==> src/rtl/cpu_pkg.sv <==
//==============================================================================
// cpu_pkg -- shared widths, instruction constants and fetch state encoding
// Rev 1.0
//==============================================================================
`default_nettype none

package cpu_pkg;

  localparam int PC_WIDTH    = 22;
  localparam int INSTR_WIDTH = 32;

  localparam logic [INSTR_WIDTH-1:0] BUBBLE_INSTR = 32'h7800_0000;

  // Opcode lives in the top five instruction bits; BUBBLE_INSTR decodes as NOP.
  localparam logic [4:0] OPC_ADD = 5'h00;
  localparam logic [4:0] OPC_SUB = 5'h01;
  localparam logic [4:0] OPC_LD  = 5'h08;
  localparam logic [4:0] OPC_ST  = 5'h09;
  localparam logic [4:0] OPC_NOP = 5'h0F;
  localparam logic [4:0] OPC_BR  = 5'h10;
  localparam logic [4:0] OPC_HLT = 5'h1F;

  typedef enum logic [1:0] {
    FETCH    = 2'd0,
    REDIRECT = 2'd1,
    HALTED   = 2'd2
  } fetch_state_e;

  function automatic logic [4:0] opcode_of(input logic [INSTR_WIDTH-1:0] i_word);
    return i_word[31:27];
  endfunction

endpackage

`default_nettype wire

==> src/rtl/instr_skid_buf.sv <==
//==============================================================================
// instr_skid_buf -- one-entry holding register for an instruction returned
// while decode is stalled. Rev 1.0
//==============================================================================
`default_nettype none

import cpu_pkg::*;

module instr_skid_buf (
  input  logic                   clk,
  input  logic                   rst,
  input  logic                   i_capture,
  input  logic                   i_flush,
  input  logic [INSTR_WIDTH-1:0] i_data,
  input  logic [PC_WIDTH-1:0]    i_pc,
  output logic                   o_valid,
  output logic [INSTR_WIDTH-1:0] o_data,
  output logic [PC_WIDTH-1:0]    o_pc
);

  always_ff @(posedge clk) begin
    if (rst || i_flush) begin
      o_valid <= 1'b0;
      o_data  <= BUBBLE_INSTR;
      o_pc    <= '0;
    end else if (i_capture) begin
      o_valid <= 1'b1;
      o_data  <= i_data;
      o_pc    <= i_pc;
    end
  end

endmodule

`default_nettype wire

==> src/rtl/instr_fetch.sv <==
//==============================================================================
// instr_fetch -- sequential fetch with stall skid, branch redirect and halt.
// Optional IF_PERF_CNT_EN adds fetch/bubble counters. Rev 1.0
//==============================================================================
`default_nettype none

import cpu_pkg::*;

module instr_fetch (
  input  logic                   clk,
  input  logic                   rst,
  input  logic                   stall,
  input  logic                   branch_taken,
  input  logic [PC_WIDTH-1:0]    branch_target,
  input  logic                   hlt,
  output logic [PC_WIDTH-1:0]    imem_addr,
  output logic                   imem_rd_en,
  input  logic [INSTR_WIDTH-1:0] imem_data,
  output logic [INSTR_WIDTH-1:0] instr,
  output logic [PC_WIDTH-1:0]    PC_out,
  output logic                   instr_valid,
`ifdef IF_PERF_CNT_EN
  output logic                   halted,
  output logic [31:0]            fetch_cnt,
  output logic [31:0]            bubble_cnt
`else
  output logic                   halted
`endif
);

  fetch_state_e           r_state;
  logic [PC_WIDTH-1:0]    r_pc;
  logic                   r_infl_valid;
  logic [PC_WIDTH-1:0]    r_infl_pc;

  logic                   w_active;
  logic                   w_issue;
  logic                   w_halt_req;
  logic                   w_capture;
  logic                   w_flush;
  logic [PC_WIDTH-1:0]    w_next_addr;
  logic                   w_skid_valid;
  logic [INSTR_WIDTH-1:0] w_skid_data;
  logic [PC_WIDTH-1:0]    w_skid_pc;

  // The branch target bypasses r_pc so the target is read in the redirect
  // cycle itself, limiting the squash to a single bubble.
  assign w_active    = (r_state != HALTED);
  assign w_next_addr = branch_taken ? branch_target : r_pc;
  assign imem_addr   = rst ? '0 : w_next_addr;
  assign imem_rd_en  = !rst && w_active;

  assign w_issue    = w_active && (branch_taken || !stall);
  assign w_halt_req = (r_state == FETCH) && hlt && instr_valid && !stall && !branch_taken;
  assign w_capture  = w_active && stall && !branch_taken && r_infl_valid;
  assign w_flush    = branch_taken || w_halt_req || (!stall && w_skid_valid);

  instr_skid_buf u_skid (
    .clk       (clk),
    .rst       (rst),
    .i_capture (w_capture),
    .i_flush   (w_flush),
    .i_data    (imem_data),
    .i_pc      (r_infl_pc),
    .o_valid   (w_skid_valid),
    .o_data    (w_skid_data),
    .o_pc      (w_skid_pc)
  );

  always_ff @(posedge clk) begin
    if (rst) begin
      r_state      <= FETCH;
      r_pc         <= '0;
      r_infl_valid <= 1'b0;
      r_infl_pc    <= '0;
      instr        <= BUBBLE_INSTR;
      PC_out       <= '0;
      instr_valid  <= 1'b0;
      halted       <= 1'b0;
    end else begin
      r_infl_valid <= w_issue;
      r_infl_pc    <= w_next_addr;
      case (r_state)
        FETCH, REDIRECT: begin
          r_state <= FETCH;
          if (branch_taken) begin
            r_state     <= REDIRECT;
            r_pc        <= branch_target + PC_WIDTH'(1);
            instr       <= BUBBLE_INSTR;
            instr_valid <= 1'b0;
          end else if (stall) begin
            r_pc <= r_pc;
          end else if (w_halt_req) begin
            r_state     <= HALTED;
            instr       <= BUBBLE_INSTR;
            instr_valid <= 1'b0;
            halted      <= 1'b1;
          end else begin
            r_pc <= r_pc + PC_WIDTH'(1);
            if (w_skid_valid) begin
              instr       <= w_skid_data;
              PC_out      <= w_skid_pc;
              instr_valid <= 1'b1;
            end else if (r_infl_valid) begin
              instr       <= imem_data;
              PC_out      <= r_infl_pc;
              instr_valid <= 1'b1;
            end else begin
              instr       <= BUBBLE_INSTR;
              instr_valid <= 1'b0;
            end
          end
        end
        default: begin
          instr       <= BUBBLE_INSTR;
          instr_valid <= 1'b0;
          halted      <= 1'b1;
        end
      endcase
    end
  end

`ifdef IF_PERF_CNT_EN
  always_ff @(posedge clk) begin
    if (rst) begin
      fetch_cnt  <= '0;
      bubble_cnt <= '0;
    end else begin
      if (instr_valid && !stall) fetch_cnt <= fetch_cnt + 32'd1;
      if (!instr_valid && (r_state != HALTED)) bubble_cnt <= bubble_cnt + 32'd1;
    end
  end
`endif

endmodule

`default_nettype wire

==> config.mk <==
export PLATFORM = sky130hd
export DESIGN_NAME = instr_fetch
export DESIGN_NICKNAME = d
export VERILOG_FILES = /design/src/rtl/cpu_pkg.sv /design/src/rtl/instr_skid_buf.sv /design/src/rtl/instr_fetch.sv
export SDC_FILE = /design/constraint.sdc
export NUM_CORES = 1
export LEC_CHECK = 0
export ABC_CLOCK_PERIOD_IN_PS = 2350
export BUFFER_PORTS_ARGS = -buffer_cell sky130_fd_sc_hd__buf_2
export CORE_ASPECT_RATIO = 2
export CORE_UTILIZATION = 28
export DETAILED_ROUTE_END_ITERATION = 6
export GPL_TIMING_DRIVEN = 0
export PLACE_DENSITY = 0.44
export SETUP_SLACK_MARGIN = 0.2
export SLEW_MARGIN = 20
export SYNTH_ARGS = -nofsm -noshare
export SYNTH_HDL_FRONTEND = slang
export SYNTH_SLANG_ARGS = --single-unit
==> constraint.sdc <==
create_clock -name clk -period 2.35 [get_ports clk]
set_clock_uncertainty 0.1 [all_clocks]
set_input_delay 0.1175 -clock clk [delete_from_list [all_inputs] [get_ports clk]]
set_output_delay 0.1175 -clock clk [all_outputs]
set_load 0.02 [all_outputs]
# == Word level (Yosys, flattened, before mapping) ==
# Index checks and enable logic that the tools add are counted.
# classes
n_eq_ne,7
n_bitwise,4
n_mux,20
addsub,2
n_reduce_logical,24
# op_table
op,count
2-to-1 mux 22 bit,7
2-to-1 mux 32 bit,3
adder 22 x 1 -> 22 bit (second input constant),2
logical AND 1 bit,10
inequality test 2 bit (second input constant),5
2-to-1 mux 1 bit,7
2-to-1 mux 2 bit,3
AND reduction 3 bit,2
AND reduction 5 bit,1
logical OR 1 bit,4
NOT 1 bit,4
logical NOT 1 bit,3
OR reduction 3 bit,1
== test 2 x 1 -> 1 bit (second input constant),1
logical NOT 2 bit,1
inequality test 2 x 1 -> 1 bit (second input constant),1
nonzero test 2 bit,1
OR reduction 2 bit,1
# word_totals
out_inout_bits,79
reg_bits,158
in_bits,59
elab_cells,68

# == Depth between registers and ports, before layout ==
# Gate-level depths: netlist of the first run.
# logic_depth
depth_word,9
ltp_mapped,13
ltp_nobuf,8

# == By module ==
# A second synthesis of the first run with hierarchy kept.
# hier_totals
cells_unflattened,749
hier_area_um2,6940.4
# by_module_without_submodules
module,area_each_um2,seq_area_each_um2,instances,cells_per_inst
instr_fetch,4933.5,2062.0,1,570
instr_skid_buf,2006.9,1101.1,1,179

# == Worst setup path before layout of the first run ==
# Ideal clock, no wire load.
# synth_path
path_type,in2reg
from,input branch_taken
to,register r_pc[14]
path_buffers,5
t_required_ps,2155
slack_ps,-204
t_arrival_ps,2359
setup_time_ps,95
path_stages,12
cell_sequence,buf_6 buf_6 clkbuf_1 buf_2 mux2_2 ha_1 inv_1 a211oi_1 clkbuf_1 nand3_1 xor2_1 o311ai_1
# synth_via
elab_chain_cells,4
elab_cells_between_ends,6
cone_classes,eq/ne (2); mux (1); reduce/logical (3)
# synth_rtl
item,line,source
from (decl),instr_fetch.sv:13,"input logic branch_taken,"
logical NOT 1 bit,instr_fetch.sv:54,assign w_halt_req = (r_state == FETCH) && hlt && instr_valid && !stall && !branch_taken;
logical AND 1 bit,instr_fetch.sv:54,
inequality test 2 bit (no source line),n/a,
AND reduction 3 bit (no source line),n/a,
to (signal assigned),instr_fetch.sv:88,r_pc <= branch_target + PC_WIDTH'(1);
to (signal assigned),instr_fetch.sv:92,r_pc <= r_pc;
to (signal assigned),instr_fetch.sv:99,r_pc <= r_pc + PC_WIDTH'(1);
to (decl),instr_fetch.sv:32,logic [PC_WIDTH-1:0] r_pc;
# Parallel ways exist; a longest one is shown, timed or not.
# A chain may end at the register's enable or synchronous reset.

# == Final worst setup path of the first run ==
# layout_path
from,input branch_taken
to,output imem_addr[18]
# layout_via
elab_chain_cells,2
# layout_rtl
item,line,source
2-to-1 mux 22 bit,instr_fetch.sv:49,assign w_next_addr = branch_taken ? branch_target : r_pc;
2-to-1 mux 22 bit,n/a,
to (decl),instr_fetch.sv:16,"output logic [PC_WIDTH-1:0] imem_addr,"
# No other way between the ends.

==> results of run 1 <==
==> stage by stage <==
| step | setup WS (ns) | cells | hold slack, ns |
|---|---|---|---|
| detailed placement | -0.634 | 1293 | 0.260 |
| global placement | -0.662 | 1293 | 0.251 |
| global route | 0.201 | 1381 | 0.0446 |
| CTS | 0.166 | 1375 | 0.00291 |
| floorplan | 0.212 | 824 | 0.142 |
| finish | 0.269 | 1381 | 0.0212 |
==> power groups by stage <==
stage                     clock, µW  sequential (µW)  combinational, µW
after floorplan                   0             2920                402
after global placement            0             2900                734
after detailed placement          0             2900                732
after CTS                      2890             2840                816
after global routing           2990             2850                889
final                          2800             2840                818
==> layout by cell type (no fill, tap or decap), types with 16 or more instances in the layout <==
cell             n
nor2_1          92
a21oi_1         74
clkbuf_2        26
a211oi_1        22
dlygate4sd3_1   45
nand2_1        141
buf_2          142
mux2_2          29
dfxtp_1        157
nand3_1         21
clkbuf_1        22
o21ai_0         16
mux2i_1         37
a22oi_1         34
clkbuf_16       18
==> layer usage <==
layer / part of all wire / GRT usage / vias up / routed length, µm
li1: - / - / 3344 / -
met1: 0.35 / 0.191 / 3177 / 8830
met2: 0.56 / 0.380 / 197 / 14000
met3: 0.040 / 0.0381 / 66 / 997
met4: 0.051 / 0.127 / 0 / 1290
met5: 0 / 0 / - / 0
==> repair_timing <==
item / CTS / global route
endpoints found under the hold margin: 75 / 0
resized for setup: 42 / 34
endpoints found under the setup margin: 126 / 101
hold buffers: 45 / 0
buffers inserted: 7 / 5
gates cloned: 0 / 1
pin swaps: 4 / 4
==> flip-flops by register name, summed over array words and instances (netlist names) <==
name and count:
r_pc 22, instr 32, r_state 2, r_infl_pc 22
halted 1, instr_valid 1, PC_out 22, r_infl_valid 1
u_skid.o_data 32, u_skid.o_pc 22, u_skid.o_valid 1
==> final cells by class <==
type | instances | area, µm²
Fill cell | 2657 | 15100
Multi-Input combinational cell | 598 | 3670
Sequential cell | 158 | 3160
Timing Repair Buffer | 195 | 1250
Clock buffer | 22 | 464
Tap cell | 332 | 415
Buffer | 62 | 359
Clock inverter | 8 | 115
Inverter | 6 | 22.5
==> cells by family (layout without fill, tap and decap cells) <==
group | after synthesis | after routing | synth area share
DFF | 158 | 158 | 0.450
and+or+nand+nor | 333 | 333 | 0.224
AOI/OAI and AO/OA | 189 | 189 | 0.173
buffers and inverters | 68 | 293 | 0.0402
muxes | 69 | 69 | 0.104
xor gates and xnor gates | 6 | 6 | 0.00748
adders and majority gates | 1 | 1 | 0.00178
==> worst max-delay path: cells and delay by family <==
kind | cells | cell delay, ns
and+or+nand+nor | 1 | 0.20
buffers and inverters | 7 | 1.41
AOI/OAI and AO/OA | 1 | 0.12
==> final timing paths <==
kind | slack [ns] | cells after the start | endpoint
max | 0.27 | 9 | imem_addr[18]
min | 0.02 | 4 | r_pc[12]
max reg2reg | 0.30 | 6 | r_pc[10]
min reg2reg | 0.35 | 2 | u_skid.o_pc[8]
==> results.json, run 1 <==
{
  "synthTopCellsByCount": "dfxtp_1 (158), nand2_1 (141), nor2_1 (92), a21oi_1 (74), clkbuf_1 (50)",
  "worstPathMaxFanout": 10,
  "fp-row-count": 81,
  "cp_slowest_cell": "buf_2",
  "wl_um": 25100,
  "switching_share": 0.257,
  "setup_violations": 0,
  "drtPass1Iterations": 7,
  "drv_slew": 0,
  "viasPerCell": 4.91,
  "reg2reg_from": "r_state[0]",
  "ys_seq_area_frac": 0.450,
  "dpl_cell_area_mm2": 0.00817,
  "syn2layout_area_growth_pct": 34.8,
  "power.density_mw_per_mm2": 682,
  "die_x_um": 114,
  "clockBufferDepth": 2,
  "peakVddDrop_mv": 0.433,
  "worstPathRequired_ns": 2.13,
  "finalCritPeriodShare": 0.885,
  "synth_seq_cells": 158,
  "clock_sinks": 158,
  "detail-route-antenna-nets": 0,
  "yosys.area.top_type": "dfxtp_1",
  "grt_use_total": 0.199,
  "yosys.area.top_type_share": 0.450,
  "hold_start": "branch_target[12]",
  "grt_pass1_wl_um": 38100,
  "p_int_uw": 4800,
  "final_hold_viol_count": 0,
  "crit_path_start": "branch_taken",
  "wl_per_cell_um": 18.2,
  "post-dp-hpwl_um": 19000,
  "syn_area_mm2": 0.00703,
  "rsz0062_at_grt": "false",
  "die_height_um": 226,
  "grt_max_degree": 17,
  "numPortBuffers": 137,
  "min_period_ns": 2.08,
  "worstSetupPathType": "in -> out",
  "design_area_mm2": 0.00947,
  "synth_most_common_cell": "dfxtp_1",
  "fp.dieArea_mm2": 0.0258,
  "post-route-util": 0.386,
  "synth_edf_count": 0,
  "core_area_mm2": 0.0245,
  "switchingPower_uw": 1660,
  "drv_cap": 0,
  "htreeDepth": 4,
  "avgSynthCellArea_um2": 8.53,
  "critPathArrivalTime_ns": 1.86,
  "fmax_mhz": 481,
  "numCtsBuffers": 17,
  "path_clk_slew_ns": 0.07,
  "syn_nets": 884,
  "seqPwrFrac": 0.440,
  "io_pins": 138,
  "synth_ff_type": "dfxtp_1",
  "syn_inst": 824,
  "num_vias": 6784,
  "p_leak_uw": 0.00381,
  "cts_tree": "done",
  "ys_types": 54,
  "first_global_vias": 6831,
  "clock_latency_ns": 0.44,
  "p_total_uw": 6460,
  "crit_chain": "buf_2 > buf_8 > buf_8 > buf_6 > buf_2 > buf_4 > a21oi_1 > nor2_1 > buf_2",
  "power_frac_clock": 0.434,
  "setup_tns_ns": 0,
  "outcome": "finished, final reports clean",
  "grt_antenna_before_repair": 0,
  "antenna_cells": 0,
  "cp_common_cell": "buf_2",
  "worstMarginPinSlew_ns": 0.821,
  "drc": 0,
  "hold_class": "in -> reg",
  "nets": 1098,
  "synth_area_leaders": "dfxtp_1 (45%), nand2_1 (7.5%), mux2i_1 (5.4%)",
  "relSlewSlack": 0.453,
  "start_kind": "input pin",
  "crit_path_max_incr_delay_ns": 0.33,
  "grt_overflow": 0,
  "ctsRootBufferMaster": "clkbuf_16",
  "combPwrFrac": 0.127,
  "drive_gt1_frac": 0.255,
  "start_util": 0.287,
  "drt_iter0_markers": 272,
  "synth-async-reset-ratio": 0,
  "synth_warnings": 0,
  "worstSetupEndpointType": "output port",
  "gp_congestion": 0.872
}
Power figures use the tool's default switching activity.
==> run 2, diff against run 1 <==
--- a/config.mk
+++ b/config.mk
@@ -6,12 +6,12 @@
 export NUM_CORES = 1
 export LEC_CHECK = 0
 export ABC_CLOCK_PERIOD_IN_PS = 2350
-export BUFFER_PORTS_ARGS = -buffer_cell sky130_fd_sc_hd__buf_2
 export CORE_ASPECT_RATIO = 2
 export CORE_UTILIZATION = 28
 export DETAILED_ROUTE_END_ITERATION = 6
+export DONT_BUFFER_PORTS = 1
 export GPL_TIMING_DRIVEN = 0
-export PLACE_DENSITY = 0.44
+export PLACE_DENSITY = 0.39
 export SETUP_SLACK_MARGIN = 0.2
 export SLEW_MARGIN = 20
 export SYNTH_ARGS = -nofsm -noshare
==> run 2 against run 1 <==
  * Clock power down 3%
  * First-iteration DRC count up 16%
  * Critical endpoint is now r_pc[13]
  * Clock-buffer cell count up 1
  * Combinational power down 17%
  * Sequential cell count unchanged
  * Cell area down 6.6%
  * Global-route usage down 0.072 points
  * Highest routed layer unchanged
==> results.json, run 2 (synthesis results as in run 1) <==
{
  "fmax_mhz": 471,
  "peakVddDrop_mv": 0.366,
  "fin_ws_ns": 0.227,
  "numPortBuffers": 0,
  "grt_overflow": 0,
  "critPathArrivalTime_ns": 2.38,
  "detail-route-antenna-nets": 0,
  "hold_class": "in -> reg",
  "worstSetupPathType": "reg -> reg",
  "numCtsBuffers": 17,
  "gp_congestion": 0.892,
  "worstMarginPinSlew_ns": 1.05,
  "worstPathRequired_ns": 2.60,
  "rsz0062_at_grt": "true",
  "final_common_cell": "dfxtp_1",
  "cts_tree": "done",
  "drv_slew": 0,
  "drt_iter0_markers": 315,
  "clockBufferDepth": 2,
  "post-dp-hpwl_um": 19000,
  "crit_family": "multiplexers",
  "layout_common_cells": "dfxtp_1 (156), nand2_1 (141), nor2_1 (92)",
  "path_buf_inv": 0,
  "grt_antenna_before_repair": 1,
  "min_period_ns": 2.12,
  "power.density_mw_per_mm2": 710,
  "post-place-ws_ns": -0.592,
  "drc": 0,
  "cp_slowest_cell": "mux2i_1",
  "drv_cap": 0,
  "final_hold_viol_count": 0,
  "p_leak_uw": 0.00317,
  "core_area_mm2": 0.0245,
  "clock_latency_ns": 0.43,
  "wl_um": 25200,
  "crit_path_max_incr_delay_ns": 0.77,
  "start_util": 0.287,
  "fp.dieArea_mm2": 0.0258,
  "outcome": "finished, final reports clean",
  "wl_per_cell_um": 20.1,
  "io_pins": 138,
  "first_global_vias": 6639,
  "setup_violations": 0,
  "viasPerCell": 5.15,
  "fp-row-count": 81,
  "relSlewSlack": 0.282,
  "top_regs": "instr x32, u_skid.o_data x32",
  "die_x_um": 114,
  "drtPass1Iterations": 5,
  "p_total_uw": 6280,
  "crit_chain": "mux2i_1 > a21oi_1 > nand3_1 > mux2_1 > a31oi_1",
  "post-route-util": 0.361,
  "finalCritPeriodShare": 0.904,
  "syn2layout_area_growth_pct": 25.9,
  "grt_pass1_wl_um": 37800,
  "path_clk_slew_ns": 0.07,
  "htreeDepth": 4,
  "ctsRootBufferMaster": "clkbuf_16",
  "setup_tns_ns": 0,
  "die_height_um": 226,
  "num_vias": 6447,
  "drive_gt1_frac": 0.139,
  "nets": 969,
  "start_kind": "flop",
  "worstPathMaxFanout": 5,
  "r2r_slack_ns": 0.23,
  "worstSetupEndpointType": "flop",
  "grt_max_degree": 17,
  "grt_use_total": 0.199,
  "clock_sinks": 158
}
run 2: cell count changes in the layout (fill, tap and decap cells not counted), sizes merged:
cell,before,now
clkbuf,70,72
bufinv,3,2
clkinv,5,4
dlygate4sd3,45,56
diode,0,1
buf,164,23
clkinvlp,0,1
run 2: area by class of cell:
cell class	count	area (µm²)
fill	2606	15700
multi-input combinational	598	3700
sequential	158	3170
timing repair buffer	66	636
clock buffer	23	478
tap	332	415
buffer	62	347
clock inverter	7	87.6
inverter	6	22.5
antenna	1	2.50
run 2: metrics by stage:
stage                     instances  hold WS [ns]  instance area (µm²)
after detailed placement       1156         0.151                 7480
after floorplan                 824         0.142                 7060
after global placement         1156         0.150                 7480
after global routing           1253        0.0542                 8850
final                          1253        0.0409                 8850
after CTS                      1251        0.0162                 8760
run 2: path summary, 6_finish.rpt:
kind / startpoint / to / cells past startpoint
hold reg to reg: u_skid.o_data[21] / u_skid.o_data[21] / 2
setup reg to reg: r_pc[11] / r_pc[13] / 5
setup / recovery: r_pc[11] / r_pc[13] / 5
hold / removal: branch_target[3] / r_infl_pc[3] / 2
run 2: what timing repair did:
action,CTS,global route
pin swaps,5,3
hold buffers,56,0
gates resized for setup,32,37
hold endpoints to repair,98,0
buffers inserted,9,1
endpoints found under the setup margin,123,108
run 2: per-layer routing:
| metal | global-route usage | wire (µm) |
|---|---|---|
| met1 | 0.178 | 8480 |
| met2 | 0.384 | 14100 |
| met3 | 0.0539 | 1410 |
| met4 | 0.120 | 1200 |
| met5 | 0 | 0 |
run 2: power breakdown:
group          switching (µW)  internal [µW]
Combinational             415            266
Clock                    1090           1630
Sequential                116           2770
Total                    1620           4660
